===== config.mk =====
export PLATFORM = sky130hd
export DESIGN_NAME = player_sprite_ctrl
export DESIGN_NICKNAME = d
export VERILOG_FILES = /design/src/rtl/player_pkg.sv /design/src/rtl/player_hit_detect.sv /design/src/rtl/player_sprite_ctrl.sv
export SDC_FILE = /design/constraint.sdc
export NUM_CORES = 1
export LEC_CHECK = 0
export BUFFER_PORTS_ARGS = -buffer_cell sky130_fd_sc_hd__buf_2
export CAP_MARGIN = 20
export CORE_ASPECT_RATIO = 1.4
export CORE_MARGIN = 1.5
export CORE_UTILIZATION = 25
export DETAILED_ROUTE_END_ITERATION = 12
export HOLD_SLACK_MARGIN = 0.05
export PLACE_DENSITY = 0.43
export RECOVER_POWER = 100
export SLEW_MARGIN = 20
export SYNTH_ARGS = -nofsm -noshare
export SYNTH_HDL_FRONTEND = slang
export SYNTH_SLANG_ARGS = --single-unit

===== constraint.sdc =====
create_clock -name frame_clk -period 3.06 [get_ports frame_clk]
set_input_delay 0.459 -clock frame_clk [delete_from_list [all_inputs] [get_ports frame_clk]]
set_output_delay 0.459 -clock frame_clk [all_outputs]
set_load 0.005 [all_outputs]

===== src/rtl/player_pkg.sv =====
// Shared types and constants for the player sprite controller: FSM states,
// keycodes, playfield bounds, spawn point and sprite half-extents.
package player_pkg;

    typedef enum logic [1:0] {
        ST_ALIVE  = 2'd0,
        ST_HIT    = 2'd1,
        ST_INVULN = 2'd2,
        ST_DEAD   = 2'd3
    } state_t;

    localparam logic [7:0] KEY_A = 8'h04;
    localparam logic [7:0] KEY_D = 8'h07;
    localparam logic [7:0] KEY_W = 8'h1A;
    localparam logic [7:0] KEY_S = 8'h16;

    localparam int HALF_W = 17;
    localparam int HALF_H = 16;

    localparam int SCREEN_X_MIN = 6;
    localparam int SCREEN_X_MAX = 633;
    localparam int SCREEN_Y_MIN = 6;
    localparam int SCREEN_Y_MAX = 473;

    // Limits apply to the sprite centre, so the whole sprite stays on screen.
    localparam int X_MIN = SCREEN_X_MIN + HALF_W;
    localparam int X_MAX = SCREEN_X_MAX - HALF_W;
    localparam int Y_MIN = SCREEN_Y_MIN + HALF_H;
    localparam int Y_MAX = SCREEN_Y_MAX - HALF_H;

    localparam logic [9:0] SPAWN_X = 10'd320;
    localparam logic [9:0] SPAWN_Y = 10'd450;

    function automatic logic [9:0] clamp_axis(input logic signed [10:0] v,
                                              input int lo, input int hi);
        logic signed [10:0] lo_s;
        logic signed [10:0] hi_s;
        logic signed [10:0] r;
        lo_s = 11'(lo);
        hi_s = 11'(hi);
        if (v < lo_s)
            r = lo_s;
        else if (v > hi_s)
            r = hi_s;
        else
            r = v;
        return r[9:0];
    endfunction

endpackage


===== src/rtl/player_hit_detect.sv =====
// Combinational box-overlap test between the player sprite and one enemy.
module player_hit_detect
    import player_pkg::*;
(
    input  logic [9:0] pos_x,
    input  logic [9:0] pos_y,
    input  logic [9:0] enemy_x,
    input  logic [9:0] enemy_y,
    input  logic [9:0] enemy_size,
    input  logic       enemy_alive,
    output logic       overlap
);

    logic [11:0] px;
    logic [11:0] py;
    logic [11:0] ex;
    logic [11:0] ey;
    logic [11:0] sz;

    assign px = {2'b00, pos_x};
    assign py = {2'b00, pos_y};
    assign ex = {2'b00, enemy_x};
    assign ey = {2'b00, enemy_y};
    assign sz = {2'b00, enemy_size};

    // The half-size is moved to the enemy side so nothing can underflow.
    assign overlap = enemy_alive
                  && (px <= ex + sz + 12'(HALF_W))
                  && (px + 12'(HALF_W) > ex)
                  && (py <= ey + sz + 12'(HALF_H))
                  && (py + 12'(HALF_H) > ey);

endmodule


===== src/rtl/player_sprite_ctrl.sv =====
// Player movement, collision and lives FSM, one update per frame.
// Define PLAYER_INVULN_EN to enable the post-respawn invulnerability window.
module player_sprite_ctrl
    import player_pkg::*;
#(
    parameter int N_ENEMY       = 4,
    parameter int N_KEYS        = 3,
    parameter int STEP          = 3,
    parameter int LIVES         = 3,
    parameter int INVULN_FRAMES = 120
) (
    input  logic                   frame_clk,
    input  logic                   Reset,
    input  logic [8*N_KEYS-1:0]    keycode,
    input  logic [10*N_ENEMY-1:0]  enemy_x,
    input  logic [10*N_ENEMY-1:0]  enemy_y,
    input  logic [10*N_ENEMY-1:0]  enemy_size,
    input  logic [N_ENEMY-1:0]     enemy_alive,
    input  logic                   start,
    output logic [9:0]             pos_x,
    output logic [9:0]             pos_y,
    output logic [9:0]             half_w,
    output logic [9:0]             half_h,
    output logic [2:0]             lives,
    output logic [N_ENEMY-1:0]     hit_vec,
    output logic                   invuln,
    output logic                   game_over
);

    state_t               state_reg;
    logic [9:0]           pos_x_reg;
    logic [9:0]           pos_y_reg;
    logic [2:0]           lives_reg;
    logic [N_ENEMY-1:0]   hit_vec_reg;
    logic                 game_over_reg;
    logic [N_ENEMY-1:0]   overlap_vec;

    logic key_a, key_d, key_w, key_s;
    logic signed [10:0] step_s;
    logic signed [10:0] dx;
    logic signed [10:0] dy;
    logic [9:0] x_next;
    logic [9:0] y_next;

    always_comb begin
        key_a = 1'b0;
        key_d = 1'b0;
        key_w = 1'b0;
        key_s = 1'b0;
        for (int k = 0; k < N_KEYS; k++) begin
            if (keycode[8*k +: 8] == KEY_A) key_a = 1'b1;
            if (keycode[8*k +: 8] == KEY_D) key_d = 1'b1;
            if (keycode[8*k +: 8] == KEY_W) key_w = 1'b1;
            if (keycode[8*k +: 8] == KEY_S) key_s = 1'b1;
        end
    end

    // Opposing keys cancel; each axis is resolved independently for diagonals.
    assign step_s = 11'(STEP);

    always_comb begin
        dx = '0;
        dy = '0;
        if (key_d && !key_a) dx = step_s;
        if (key_a && !key_d) dx = -step_s;
        if (key_s && !key_w) dy = step_s;
        if (key_w && !key_s) dy = -step_s;
    end

    assign x_next = clamp_axis($signed({1'b0, pos_x_reg}) + dx, X_MIN, X_MAX);
    assign y_next = clamp_axis($signed({1'b0, pos_y_reg}) + dy, Y_MIN, Y_MAX);

    generate
        for (genvar gi = 0; gi < N_ENEMY; gi++) begin : g_hit
            player_hit_detect u_hit (
                .pos_x       (pos_x_reg),
                .pos_y       (pos_y_reg),
                .enemy_x     (enemy_x[10*gi +: 10]),
                .enemy_y     (enemy_y[10*gi +: 10]),
                .enemy_size  (enemy_size[10*gi +: 10]),
                .enemy_alive (enemy_alive[gi]),
                .overlap     (overlap_vec[gi])
            );
        end
    endgenerate

`ifdef PLAYER_INVULN_EN
    localparam int CW = (INVULN_FRAMES > 1) ? $clog2(INVULN_FRAMES) : 1;
    logic [CW-1:0] frame_cnt_reg;
    logic          invuln_reg;
`endif

    always_ff @(posedge frame_clk or posedge Reset) begin
        if (Reset) begin
            state_reg     <= ST_ALIVE;
            pos_x_reg     <= SPAWN_X;
            pos_y_reg     <= SPAWN_Y;
            lives_reg     <= 3'(LIVES);
            hit_vec_reg   <= '0;
            game_over_reg <= 1'b0;
`ifdef PLAYER_INVULN_EN
            invuln_reg    <= 1'b0;
            frame_cnt_reg <= '0;
`endif
        end else begin
            case (state_reg)
                ST_ALIVE: begin
                    pos_x_reg <= x_next;
                    pos_y_reg <= y_next;
                    if (|overlap_vec) begin
                        state_reg   <= ST_HIT;
                        hit_vec_reg <= overlap_vec;
                        lives_reg   <= lives_reg - 3'd1;
                    end
                end
                ST_HIT: begin
                    pos_x_reg <= SPAWN_X;
                    pos_y_reg <= SPAWN_Y;
                    if (lives_reg == 3'd0) begin
                        state_reg     <= ST_DEAD;
                        game_over_reg <= 1'b1;
                    end else begin
`ifdef PLAYER_INVULN_EN
                        state_reg     <= ST_INVULN;
                        invuln_reg    <= 1'b1;
                        frame_cnt_reg <= '0;
`else
                        state_reg     <= ST_ALIVE;
`endif
                    end
                end
                ST_INVULN: begin
`ifdef PLAYER_INVULN_EN
                    pos_x_reg <= x_next;
                    pos_y_reg <= y_next;
                    if (frame_cnt_reg == CW'(INVULN_FRAMES - 1)) begin
                        state_reg  <= ST_ALIVE;
                        invuln_reg <= 1'b0;
                    end else begin
                        frame_cnt_reg <= frame_cnt_reg + 1'b1;
                    end
`else
                    state_reg <= ST_ALIVE;
`endif
                end
                ST_DEAD: begin
                    if (start) begin
                        lives_reg     <= 3'(LIVES);
                        hit_vec_reg   <= '0;
                        game_over_reg <= 1'b0;
`ifdef PLAYER_INVULN_EN
                        state_reg     <= ST_INVULN;
                        invuln_reg    <= 1'b1;
                        frame_cnt_reg <= '0;
`else
                        state_reg     <= ST_ALIVE;
`endif
                    end
                end
                default: state_reg <= ST_ALIVE;
            endcase
        end
    end

    assign pos_x     = pos_x_reg;
    assign pos_y     = pos_y_reg;
    assign half_w    = 10'(HALF_W);
    assign half_h    = 10'(HALF_H);
    assign lives     = lives_reg;
    assign hit_vec   = hit_vec_reg;
    assign game_over = game_over_reg;
`ifdef PLAYER_INVULN_EN
    assign invuln    = invuln_reg;
`else
    assign invuln    = 1'b0;
`endif

endmodule


Word level (Yosys, flattened, before mapping)

Index checks and enable logic that the tools add are counted.

Order comparisons: 20
$add $sub $neg: 21
Mux-type cells: 35
Reductions and logical operators: 33
Equality and inequality tests: 18

Operators by type and width:

| operator                                                        | count |
|---|---|
| adder 12 x 5 -> 12 bit, second input constant                   | 8 |
| greater-than comparator 12 x 10 -> 1 bit                        | 8 |
| less-or-equal comparator 10 x 12 -> 1 bit                       | 8 |
| adder 10 x 10 -> 11 bit                                         | 8 |
| equality test 8 x 3 -> 1 bit, second input constant             | 6 |
| equality test 8 x 5 -> 1 bit, second input constant             | 6 |
| two-way mux 10 bit                                              | 4 |
| case mux 10 bit (2 select lines)                                | 2 |
| adder 10 x 5 -> 11 bit, second input constant                   | 2 |
| adder 11 bit                                                    | 2 |
| less-than comparator 11 x 6 -> 1 bit, second input constant     | 2 |
| two-way mux 11 bit                                              | 2 |
| logical AND 1 bit                                               | 20 |
| two-way mux 1 bit                                               | 14 |
| greater-than comparator 11 x 10 -> 1 bit, second input constant | 1 |
| greater-than comparator 11 bit, second input constant           | 1 |
| two-way mux 2 bit                                               | 5 |
| two-way mux 4 bit                                               | 2 |
| case mux 2 bit (4 select lines)                                 | 1 |
| case mux 4 bit (2 select lines)                                 | 1 |
| two-way mux 3 bit                                               | 2 |
| != test 2 bit, second input constant                            | 3 |
| case mux 3 bit (2 select lines)                                 | 1 |
| AND reduction 3 bit                                             | 2 |
| other kinds (10)                                                | 16 |

Input bits: 151
Output and inout bits: 49
Register bits after elaboration: 30

Logic depth before layout (Yosys ltp)

Gate-level depths: netlist of run 1.

Word-level depth: 13
Gate-level depth with buffers: 21
Gate-level depth less buffers: 21

Hierarchy

From an unflattened synthesis of run 1, not the netlist that was laid out.

Cells, all modules: 1585
Area total of the unflattened synthesis: 12326.8 um^2

By module, submodules not included:

| module                                 | cells each | area each (um^2) | seq. area each (um^2) | times used |
|---|---|---|---|---|
| player_hit_detect (g_hit[1].u_hit ...) | 313        | 2369.8           | 0.0                   | 2 |
| player_hit_detect (g_hit[0].u_hit ...) | 305        | 2313.5           | 0.0                   | 2 |
| player_sprite_ctrl                     | 349        | 2960.3           | 760.7                 | 1 |

Worst setup path before layout of run 1

Ideal clock, no wire load.

Kind: input port to flip-flop
Start: in keycode[21]
End: reg pos_y_reg[2], in the netlist pos_y[2]
Path slack: -1487 ps
Path buffers: 0
Required time: 2934 ps
Stages on the path: 17
Library setup time: 126 ps
Arrival time: 4421 ps
Cells stage by stage: or3_1 -> or3_1 -> nor3b_1 -> a311oi_1 -> ha_1 -> inv_1 -> ha_1 -> fa_1 -> a21o_1 -> a21oi_1 -> o21bai_1 -> a2111oi_0 -> nor2_1 -> xnor2_1 -> o41ai_1 -> nor2_1 -> a221o_1

Word-level cells in the longest chain between the ends: 11

Ends and longest elaborated chain:

| what                                     | line                      | RTL |
|---|---|---|
| from (decl)                              | player_sprite_ctrl.sv:14  | `input logic [8*N_KEYS-1:0] keycode,` |
| equality test 8 x 5 -> 1 bit             | player_sprite_ctrl.sv:53  | `if (keycode[8*k +: 8] == KEY_W) key_w = 1'b1;` |
| two-way mux 1 bit                        | player_sprite_ctrl.sv:53  |  |
| logical NOT 1 bit                        | player_sprite_ctrl.sv:66  | `if (key_s && !key_w) dy = step_s;` |
| logical AND 1 bit                        | player_sprite_ctrl.sv:66  |  |
| two-way mux 2 bit                        | player_sprite_ctrl.sv:66  |  |
| two-way mux 11 bit (*)                   | player_sprite_ctrl.sv:67  | `if (key_w && !key_s) dy = -step_s;` |
| adder 11 bit (*)                         | player_sprite_ctrl.sv:71  | `assign y_next = clamp_axis($signed({1'b0, pos_y_reg}) + dy, Y_MIN, Y_MAX);` |
| greater-than comparator 11 x 10 -> 1 bit | player_pkg.sv:43          | `else if (v > hi_s)` |
| two-way mux 10 bit                       | player_pkg.sv:43          |  |
| two-way mux 10 bit (*)                   | player_pkg.sv:41          | `if (v < lo_s)` |
| case mux 10 bit (2 select lines) (*)     | player_sprite_ctrl.sv:106 | `case (state_reg)` |
| to (signal assigned)                     | player_sprite_ctrl.sv:109 | `pos_y_reg <= y_next;` |
| to (decl)                                | player_sprite_ctrl.sv:32  | `logic [9:0] pos_y_reg;` |

Mark *: on every way between the ends. The rest lies on a longest branch, timed or not.
A chain may end at the register's enable or synchronous reset.

Worst setup path in the final report of run 1

Start: in enemy_x[0]
End: reg lives_reg[2], in the netlist lives[2]

Word-level cells in the longest chain between the ends: 10

Ends and longest elaborated chain:

| what                                      | line                      | RTL |
|---|---|---|
| from (decl)                               | player_sprite_ctrl.sv:15  | `input logic [10*N_ENEMY-1:0] enemy_x,` |
| adder 10 x 10 -> 11 bit                   | player_hit_detect.sv:28   | `&& (px <= ex + sz + 12'(HALF_W))` |
| adder 12 x 5 -> 12 bit                    | player_hit_detect.sv:28   |  |
| less-or-equal comparator 10 x 12 -> 1 bit | player_hit_detect.sv:28   |  |
| logical AND 1 bit                         | player_hit_detect.sv:28   |  |
| logical AND 1 bit (*)                     | player_hit_detect.sv:29   | `&& (px + 12'(HALF_W) > ex)` |
| logical AND 1 bit (*)                     | player_hit_detect.sv:30   | `&& (py <= ey + sz + 12'(HALF_H))` |
| logical AND 1 bit (*)                     | player_hit_detect.sv:31   | `&& (py + 12'(HALF_H) > ey);` |
| OR reduction 4 bit (*)                    | player_sprite_ctrl.sv:110 | `if (\|overlap_vec) begin` |
| != test 2 bit (no source line) (*)        | -                         |  |
| AND reduction 3 bit (no source line) (*)  | -                         |  |
| to (signal assigned)                      | player_sprite_ctrl.sv:98  | `lives_reg <= 3'(LIVES);` |
| to (signal assigned)                      | player_sprite_ctrl.sv:113 | `lives_reg <= lives_reg - 3'd1;` |
| to (signal assigned)                      | player_sprite_ctrl.sv:148 | `lives_reg <= 3'(LIVES);` |
| to (decl)                                 | player_sprite_ctrl.sv:33  | `logic [2:0] lives_reg;` |

Marked as above.

==> flow_metrics.py, run 1 <==
metrics = {
    "critical_path": {
        "cp_cell_sequence": "buf_8 > ha_4 > inv_2 > fa_2 > inv_2 > ha_4 > nand2_1 > nor2_1 > a211o_1 > o21ai_1 > xor2_1 > ha_2 > a211oi_2 > a221o_1 > a31o_2 > a21oi_4 > nand3_2 > mux2i_4 > buf_6 > o31ai_4 > o311ai_2 > mux2i_1",
        "start_kind": "input port",
        "critPathSlowestCell": "fa_2",
        "cp_max_fo": 5,
        "criticalPathCategory": "in2reg",
        "cp.buffers_inverters": 4,
        "required_ps": 3250,
        "cp_slowest_stage_delay_ps": 550,
        "cp-end-kind": "register",
        "arrival_ps": 4420,
        "cp_top_family": "compound AO/OA/AOI/OAI gates",
    },
    "placement": {
        "dpl.hpwl_um": 41350,
        "gp_congestion": 0.8706,
        "io_buffers": 178,
        "dp_cells": 2786,
    },
    "sta": {
        "fin_skew_ps": 3.809,
        "fin_tns_setup_ps": -26110,
        "setup_viol": 27,
        "hold_violations": 0,
        "slew_headroom_pct": -12.88,
        "setup_ws_ps": -1171,
        "timing.fmax_mhz": 236.4,
        "min_period_over_period_pct": 138.3,
        "rsz0062_at_grt": "yes",
        "tightest_slew_ps": 1693,
        "fin_crit_ps": 4231,
        "slew_viol_final": 31,
    },
    "yosys": {
        "synth-simple-area-share_pct": 19.42,
        "netlist_top_cells_area": "ha_1 (30%), xnor2_1 (5.7%), inv_1 (5.3%)",
        "seq_area_frac_synth_pct": 6.516,
        "ys.flop_type": "dfrtp_1",
        "yosysUniqueCellTypes": 97,
        "synth-xor-area-share_pct": 9.313,
        "yosys_warnings": 0,
        "synth_top_cell_by_area": "ha_1",
        "synth_seq_cells": 30,
        "syn-cell-area_sq_um": 11670,
        "synth-adder-area-share_pct": 31.29,
        "synth_compound_area_share_pct": 25.20,
        "yosys.area.top_type_share_pct": 29.58,
        "synthMuxAreaShare_pct": 0.8681,
        "syn_area_per_cell_sq_um": 7.773,
        "synth_top_family_by_area": "adder cells",
        "netlist_instances": 1502,
        "synth_edf_count": 0,
        "async_flop_share_pct": 100.0,
    },
    "global_routing": {
        "grt_pass1_wl_um": 73220,
        "grt.total_usage_pct": 19.59,
        "grt_util_met2_pct": 37.09,
        "grt_overflow_total": 0,
        "antenna_found_initial": 1,
        "grt_pass1_vias": 14110,
        "grt_use_met1_pct": 22.33,
        "grt_max_degree": 31,
        "use_met3_pct": 1.504,
        "grt-busiest-layer": "met2",
    },
    "drt": {
        "routed_via_density": 4.819,
        "dr.pass1.iters": 5,
        "vias": 13600,
        "drcViolationCount": 0,
        "ant_nets": 0,
        "drt_iter0_markers": 522,
        "drt-total-wl_um": 47820,
        "routedWlPerCell_um": 16.95,
    },
    "finish": {
        "layout.nets": 2640,
        "area_growth_pct": 55.60,
        "final_cells": 2822,
        "drive_gt1_share_pct": 39.70,
    },
    "clocking": {
        "clk_pin_slew_ps": 50,
        "cts_buffers": 5,
        "clkLatencyLatePin_ps": 270,
        "cts_tree": "done",
        "clk_path_buf_depth": 2,
        "htreeDepth": 2,
        "cts_root_buffer": "clkbuf_16",
        "clock-sinks": 30,
        "cts_hold_buf": 0,
    },
    "run_status": {
        "run_status": "finished, violations left",
        "violations": "max-capacitance violations, max-slew violations, negative setup slack",
    },
    "floorplan": {
        "dieArea_sq_um": 48020,
        "rows": 93,
        "die_h_um": 258.7,
        "core_area_sq_um": 46080,
        "start_util_pct": 25.34,
        "ios": 200,
        "die_w_um": 185.6,
    },
    "power": {
        "p_leak_uw": 0.009322,
        "p_total_uw": 10060,
        "ir_drop_mv": 0.2826,
        "p_per_area_nw_per_um2": 554.0,
    },
    "min_path": {
        "hold_path.class": "in2reg",
    },
    "run": {
        "cap_viol_max_count": 1,
    },
}
## cells in the final DEF, fill, tap and decap left out, drive strengths merged, types with 21 or more instances in the layout
master / count
a211oi: 29
a21o: 35
a21oi: 106
buf: 689
clkbuf: 28
conb: 21
dfrtp: 22
ha: 276
inv: 165
nand2: 89
nand3: 49
nand4: 22
nor2: 85
nor2b: 31
nor3: 32
o21a: 21
o21ai: 85
xnor2: 77
xor2: 45
## path summary, 6_finish.rpt
check | slack (ps) | end | startpoint | depth (start not counted)
setup / recovery | -1170 | lives[2]$_DFFE_PP0P_ | enemy_x[0] | 22
hold / removal | 510 | game_over$_DFFE_PP0P_ | start | 4
setup reg to reg | -1110 | hit_vec[0]$_DFFE_PP0P_ | pos_x[1]$_DFFE_PP0P_ | 15
hold reg to reg | 510 | game_over$_DFFE_PP0P_ | game_over$_DFFE_PP0P_ | 2
max in group asynchronous | 1310 | pos_x[7]$_DFFE_PP0P_ | Reset | 3
min in group asynchronous | 770 | game_over$_DFFE_PP0P_ | Reset | 3
## synthesized netlist by cell type (all sizes together), types with 7 or more instances
cell type,number
a2111oi,8
a211oi,29
a21o,35
a21oi,106
a22o,9
a31o,7
a31oi,17
and2,7
and3,18
and4,7
buf,24
clkbuf,11
dfrtp,22
dfstp,8
fa,10
ha,276
inv,165
mux2i,9
nand2,89
nand2b,15
nand3,49
nand4,22
nor2,85
nor2b,31
nor3,32
nor3b,15
nor4,12
o211a,7
o211ai,18
o21a,21
o21ai,85
o21bai,9
or3,11
xnor2,77
xor2,45
## cell families after synthesis
family	Yosys count
muxes	10
buffers and inverters	200
xor gates and xnor gates	122
and+or+nand+nor	424
adders and majority gates	286
DFF	30
AOI/OAI and AO/OA	428
other	2
## stage by stage
stage               cell area [sq um]  util (%)  worst slack [ps]  hold WS (ps)
detailed placement              17190     37.30             -1877         509.0
floorplan                       11920         -             -1176         489.6
finish                          18170     39.42             -1171         512.8
CTS                             17960     38.98             -1228         273.3
global placement                17190     37.30             -1879         500.5
global route                    18170     39.42             -1371         542.2
## report_power, final
part	internal, uW	switching [uW]
logic	4250	4540
clock network	322	176
registers	582	192
total	5160	4910
## timing repair
item	4_1_cts	5_1_grt
endpoints found under the hold margin	0	0
buffers inserted	25	8
setup endpoints to repair	27	27
gates resized for setup	101	48
pin swaps	71	42
## layer usage
| layer | vias up | part of all wire, % | wire, um |
|---|---|---|---|
| li1 | 6919 | - | - |
| met1 | 6320 | 41 | 19500 |
| met2 | 269 | 52 | 24670 |
| met3 | 91 | 3.0 | 1432 |
| met4 | 0 | 4.6 | 2222 |
| met5 | - | 0 | 0 |
## layout make-up
| class | instances | area, sq um |
|---|---|---|
| Clock buffer | 7 | 142.6 |
| Clock inverter | 1 | 5.005 |
| Multi-Input combinational cell | 1291 | 10920 |
| Inverter | 165 | 621.8 |
| Sequential cell | 30 | 760.7 |
| Timing Repair Buffer | 710 | 4946 |
| Fill cell | 4892 | 27910 |
| Tap cell | 617 | 772.0 |
| Antenna cell | 1 | 2.502 |
## tightest hold or removal path: stages
cell     delay, ps
buf_2          120
nand2_1         60
nand2_1         40
o21ai_0         60
No activity file was read; power rests on OpenSTA's default activity.
==> inputs of run 2 (changes only) <==
==> constraint.sdc (replaced) <==
create_clock -name frame_clk -period 3.06 [get_ports frame_clk]
set_input_delay 0.612 -clock frame_clk [delete_from_list [all_inputs] [get_ports frame_clk]]
set_output_delay 0.612 -clock frame_clk [all_outputs]
set_load 0.005 [all_outputs]
==> run 2 against run 1 <==
The run still ends with max-capacitance violations, max-slew violations, negative setup slack left. First-iteration DRC count increased by 8.0%. Combinational power is 4.0% higher. Global-route usage up 0.18 points. Sequential cell count is the same. Design area rose by 2.2%. Largest cell class unchanged.
==> flow_metrics.py, run 2 (synthesis results as in run 1) <==
metrics = {
    "drt": {
        "routed_via_density": 4.818,
        "drcViolationCount": 0,
        "drt-total-wl_um": 48270,
        "drt_iter0_markers": 564,
        "dr.pass1.iters": 5,
        "ant_nets": 0,
        "vias": 13690,
        "routedWlPerCell_um": 16.99,
    },
    "power": {
        "p_int_uw": 5367,
        "p_total_uw": 10390,
        "combPwrFrac_pct": 88.0,
        "seqPwrFrac_pct": 7.3,
        "swShare_pct": 48.36,
        "p_switching_uw": 5026,
        "p_per_area_nw_per_um2": 559.8,
        "clkPwrFrac_pct": 4.7,
        "ir_drop_mv": 0.3840,
        "p_leak_uw": 0.009500,
    },
    "sta": {
        "rsz0062_at_grt": "yes",
        "fin_crit_ps": 4431,
        "fin_skew_ps": 6.681,
        "min_period_over_period_pct": 144.8,
        "slew_headroom_pct": -8.589,
        "tightest_slew_ps": 1629,
        "setup_ws_ps": -1371,
        "hold_violations": 0,
        "setup_viol": 27,
        "slew_viol_final": 31,
        "timing.fmax_mhz": 225.7,
    },
    "critical_path": {
        "cp_max_fo": 4,
        "critPathSlowestCell": "fa_2",
        "criticalPathCategory": "in2reg",
        "cp-end-kind": "register",
        "required_ps": 3260,
        "reg2reg_depth": 17,
        "path_common_cell": "ha_4",
        "arrival_ps": 4630,
        "cp_cell_sequence": "buf_8 > ha_4 > inv_2 > fa_2 > inv_2 > ha_4 > nor4b_4 > a211o_1 > o21ai_2 > xor2_2 > ha_4 > o21ai_1 > a221o_1 > a31o_2 > a21oi_2 > nand3_2 > mux2i_4 > buf_6 > o31ai_4 > or4b_1 > nand2_1",
        "start_kind": "input port",
        "cp_slowest_stage_delay_ps": 560,
    },
    "placement": {
        "dpl.hpwl_um": 41770,
        "io_buffers": 178,
        "placed_area_sq_um": 17270,
        "pre_cts_slack_ps": -1971,
        "gp_congestion": 0.8601,
    },
    "run_status": {
        "violations": "max-capacitance violations, max-slew violations, negative setup slack",
        "run_status": "finished, violations left",
    },
    "floorplan": {
        "core_area_sq_um": 46080,
        "ios": 200,
        "dieArea_sq_um": 48020,
        "die_h_um": 258.7,
        "start_util_pct": 25.34,
        "rows": 93,
        "die_w_um": 185.6,
    },
    "finish": {
        "filler_cell_count": 4878,
        "mostFrequentLayoutCell": "buf_4",
        "layout.nets": 2659,
        "drive_gt1_share_pct": 41.25,
        "fin_util_pct": 40.30,
        "area_growth_pct": 59.04,
        "design_area_sq_um": 18570,
        "mostFrequentLayoutCells": "buf_4 (525), ha_1 (263), buf_2 (166)",
    },
    "clocking": {
        "htreeDepth": 2,
        "clock-sinks": 30,
        "cts_root_buffer": "clkbuf_16",
        "clkLatencyLatePin_ps": 270,
        "clk_path_buf_depth": 2,
        "clk_pin_slew_ps": 50,
        "cts_tree": "done",
        "cts_buffers": 5,
    },
    "min_path": {
        "holdPathStages": 2,
        "hold_path.class": "reg2reg",
    },
    "global_routing": {
        "grt.total_usage_pct": 19.77,
        "grt_pass1_wl_um": 74100,
        "grt_max_degree": 31,
        "grt_overflow_total": 0,
        "antenna_found_initial": 2,
        "grt_pass1_vias": 14230,
    },
    "run": {
        "cap_viol_max_count": 1,
    },
}
## run 2: path summary, 6_finish.rpt
kind	from	to	slack, ps
worst min register to register	game_over$_DFFE_PP0P_	game_over$_DFFE_PP0P_	510
max in group asynchronous	Reset	pos_x[4]$_DFFE_PP0P_	1210
min in group asynchronous	Reset	game_over$_DFFE_PP0P_	900
worst max-delay path	enemy_size[0]	hit_vec[1]$_DFFE_PP0P_	-1370
worst min-delay path	game_over$_DFFE_PP0P_	game_over$_DFFE_PP0P_	510
worst max register to register	pos_y[7]$_DFFE_PP1P_	hit_vec[3]$_DFFE_PP0P_	-1110
## run 2: stage by stage
| step | hold WS (ps) | cells | setup TNS [ps] |
|---|---|---|---|
| final | 510.2 | 2842 | -30550 |
| after global routing | 564.0 | 2842 | -36120 |
| after CTS | 421.7 | 2825 | -32430 |
| after detailed placement | 496.4 | 2795 | -42600 |
| after global placement | 494.9 | 2795 | -42740 |
| after floorplan | 489.6 | 1521 | -28630 |
## run 2: timing repair
item	4_1_cts	5_1_grt
setup buffers	23	15
endpoints found under the setup margin	27	27
resized for setup	79	122
pin swaps	64	83
hold buffers	0	0
## run 2: final cells by class
class                           instances  area (sq um)  area share [%]
Tap cell                              617         772.0           4.158
Sequential cell                        30         760.7           4.097
Antenna cell                            2         5.005         0.02695
Clock buffer                            7         142.6          0.7682
Inverter                              165         619.3           3.336
Multi-Input combinational cell       1291         11130           59.95
Timing Repair Buffer                  729          5131           27.63
Clock inverter                          1         5.005         0.02695
## run 2: critical path: cells and delay by family
family	cells	cell delay [ps]
mux	1	270
xor+xnor	1	120
simple gates	4	790
buf+inv	4	330
compound gates	7	1380
fa+ha+maj	4	1120
## run 2: per-layer routing
metal,GRT usage (%),vias to the layer above,routed length [um]
li1,-,6965,-
met1,22.75,6405,19480
met2,38.57,248,25490
met3,0.7589,76,1379
met4,6.138,0,1923
met5,0,-,0
## run 2: power groups by stage
stage,Sequential (uW),Clock [uW],Combinational (uW)
CTS,775,494,8740
global placement,775,0,8330
global route,787,518,10100
finish,763,486,9140
floorplan,881,0,4320
detailed placement,781,0,8420
==> inputs of run 3 (changes only) <==
--- a/config.mk
+++ b/config.mk
@@ -7,13 +7,16 @@
 export LEC_CHECK = 0
 export BUFFER_PORTS_ARGS = -buffer_cell sky130_fd_sc_hd__buf_2
 export CAP_MARGIN = 20
+export CELL_PAD_IN_SITES_DETAIL_PLACEMENT = 1
+export CELL_PAD_IN_SITES_GLOBAL_PLACEMENT = 1
 export CORE_ASPECT_RATIO = 1.4
 export CORE_MARGIN = 1.5
 export CORE_UTILIZATION = 25
 export DETAILED_ROUTE_END_ITERATION = 12
 export HOLD_SLACK_MARGIN = 0.05
-export PLACE_DENSITY = 0.43
+export PLACE_DENSITY = 0.55
 export RECOVER_POWER = 100
+export SETUP_SLACK_MARGIN = 0.2
 export SLEW_MARGIN = 20
 export SYNTH_ARGS = -nofsm -noshare
 export SYNTH_HDL_FRONTEND = slang
==> run 3 against run 2 <==
The flow still finishes with violations (max-capacitance violations, max-slew violations, negative setup slack). Combinational power is essentially flat. Sequential power grew 3.1%. Via count increased by 3.5%. Hold slack better by 19 ps. Sequential share of layout area hardly changed. Non-clock buffer count up 23. Worst setup slack lost 67 ps. Die area did not move.
==> flow_metrics.py, run 3 (synthesis results as in run 1) <==
metrics = {
    "run_status": {
        "run_status": "finished, violations left",
        "violations": "max-capacitance violations, max-slew violations, negative setup slack",
    },
    "clocking": {
        "clkLatencyLatePin_ps": 280,
        "cts_buffers": 5,
        "cts_tree": "done",
        "cts_root_buffer": "clkbuf_16",
        "clk_path_buf_depth": 2,
        "clock-sinks": 30,
        "clk_pin_slew_ps": 60,
        "htreeDepth": 2,
        "cts_hold_buf": 0,
    },
    "finish": {
        "mostFrequentLayoutCells": "buf_4 (560), ha_1 (260), buf_2 (167)",
        "mostFrequentLayoutCell": "buf_4",
        "filler_cell_count": 5701,
        "drive_gt1_share_pct": 42.48,
        "design_area_sq_um": 18760,
        "area_growth_pct": 60.71,
        "diodes": 0,
        "layout.nets": 2682,
    },
    "global_routing": {
        "grt_max_degree": 31,
        "grt_pass1_vias": 15500,
        "grt.total_usage_pct": 21.38,
        "grt_pass1_wl_um": 80460,
        "antenna_found_initial": 0,
        "grt_overflow_total": 0,
    },
    "run": {
        "cap_viol_max_count": 1,
    },
    "placement": {
        "io_buffers": 178,
        "placed_area_sq_um": 17360,
        "pre_cts_slack_ps": -2134,
        "gp_congestion": 0.8748,
        "dpl.hpwl_um": 45440,
    },
    "sta": {
        "fin_skew_ps": 9.492,
        "fin_crit_ps": 4498,
        "slew_headroom_pct": -14.40,
        "timing.fmax_mhz": 222.3,
        "min_period_over_period_pct": 147.0,
        "setup_viol": 27,
        "rsz0062_at_grt": "yes",
        "slew_viol_final": 31,
        "hold_ws_ps": 529.2,
        "setup_ws_ps": -1438,
        "hold_violations": 0,
        "tightest_slew_ps": 1716,
    },
    "drt": {
        "routedWlPerCell_um": 18.33,
        "routed_via_density": 4.952,
        "drt_iter0_markers": 360,
        "vias": 14180,
        "drt-total-wl_um": 52470,
        "ant_nets": 0,
        "dr.pass1.iters": 4,
        "drcViolationCount": 0,
    },
    "critical_path": {
        "required_ps": 3260,
        "cp_max_fo": 5,
        "arrival_ps": 4690,
        "critPathSlowestCell": "fa_2",
        "cp_top_family": "compound AO/OA/AOI/OAI gates",
        "start_kind": "input port",
        "criticalPathCategory": "in2reg",
        "cp_slowest_stage_delay_ps": 540,
        "cp_cell_sequence": "buf_8 > ha_4 > inv_2 > fa_2 > inv_2 > ha_4 > nor4b_4 > a211o_1 > o21ai_2 > xor2_1 > ha_2 > o21ai_2 > a221o_1 > a31o_2 > a21oi_2 > nand3_2 > mux2i_4 > buf_6 > o31ai_4 > buf_4 > o311ai_2 > mux2i_1",
        "cp.buffers_inverters": 5,
        "cp-end-kind": "register",
    },
    "floorplan": {
        "ios": 200,
        "core_area_sq_um": 46080,
        "rows": 93,
        "start_util_pct": 25.34,
        "dieArea_sq_um": 48020,
        "die_w_um": 185.6,
        "die_h_um": 258.7,
    },
    "power": {
        "p_per_area_nw_per_um2": 554.5,
        "ir_drop_mv": 0.2458,
        "p_leak_uw": 0.009643,
    },
    "min_path": {
        "hold_path.class": "reg2reg",
    },
}
## run 3: changes by cell type in the layout (fill, tap and decap cells not counted), moves of 3 or more
| cell | before | now |
|---|---|---|
| a211oi_1 | 17 | 20 |
| buf_4 | 525 | 560 |
| buf_6 | 13 | 17 |
| clkbuf_1 | 17 | 1 |
| dfstp_1 | 3 | 0 |
| dfstp_2 | 5 | 8 |
| ha_1 | 263 | 260 |
| ha_4 | 9 | 12 |
| nand2_2 | 3 | 6 |
| nor2_2 | 8 | 11 |
| nor2_4 | 4 | 1 |
| o21ai_2 | 9 | 5 |
## run 3: metrics by stage
step           util, %  cells  setup TNS (ps)  power [uW]
2_1_floorplan        -   1521          -28630        5197
3_3_place_gp     37.68   2811          -41640        8920
3_5_place_dp     37.68   2811          -44460        9276
4_1_cts          39.59   2850          -32680       10170
5_1_grt          40.72   2863          -34720       11340
6_report         40.72   2863          -30180       10400
## run 3: metal layers
layer	GRT usage, %	wire length (um)	up-vias
li1	-	-	6993
met1	22.76	20320	6877
met2	43.27	29080	222
met3	0.9978	980	85
met4	7.818	2094	0
met5	0	0	-
## run 3: path summary, 6_finish.rpt
check	end	slack (ps)	start	cells after the start
worst max-delay path	lives[2]$_DFFE_PP0P_	-1440	enemy_size[0]	22
worst min-delay path	game_over$_DFFE_PP0P_	530	game_over$_DFFE_PP0P_	2
worst max register to register	hit_vec[0]$_DFFE_PP0P_	-730	pos_x[0]$_DFFE_PP0P_	16
worst min register to register	game_over$_DFFE_PP0P_	530	game_over$_DFFE_PP0P_	2
max in group asynchronous	pos_x[7]$_DFFE_PP0P_	1130	Reset	3
min in group asynchronous	game_over$_DFFE_PP0P_	920	Reset	3
## run 3: area by class of cell
cell class,instances,area [sq um],area share (%)
Timing Repair Buffer,752,5360,28.57
Clock inverter,2,12.51,0.06668
Multi-Input combinational cell,1291,11100,59.14
Inverter,165,621.8,3.314
Tap cell,617,772.0,4.114
Sequential cell,30,760.7,4.054
Clock buffer,6,138.9,0.7402
## run 3: repair_timing
item / 4_1_cts / 5_1_grt
setup buffers: 31 / 13
gates resized for setup: 109 / 85
pin swaps: 87 / 58
setup endpoints to repair: 27 / 27
## run 3: tightest hold or removal path, delay by kind of cell (launching register included)
family / cells / cell delay [ps]
flops: 1 / 380
simple gates: 1 / 50
compound gates: 1 / 60
## run 3: report_power, final
group	leakage [uW]	switching, uW	internal (uW)	total (uW)
Clock	0.0000729	180	321	501
Combinational	0.00921	4740	4380	9120
Sequential	0.000364	201	585	787
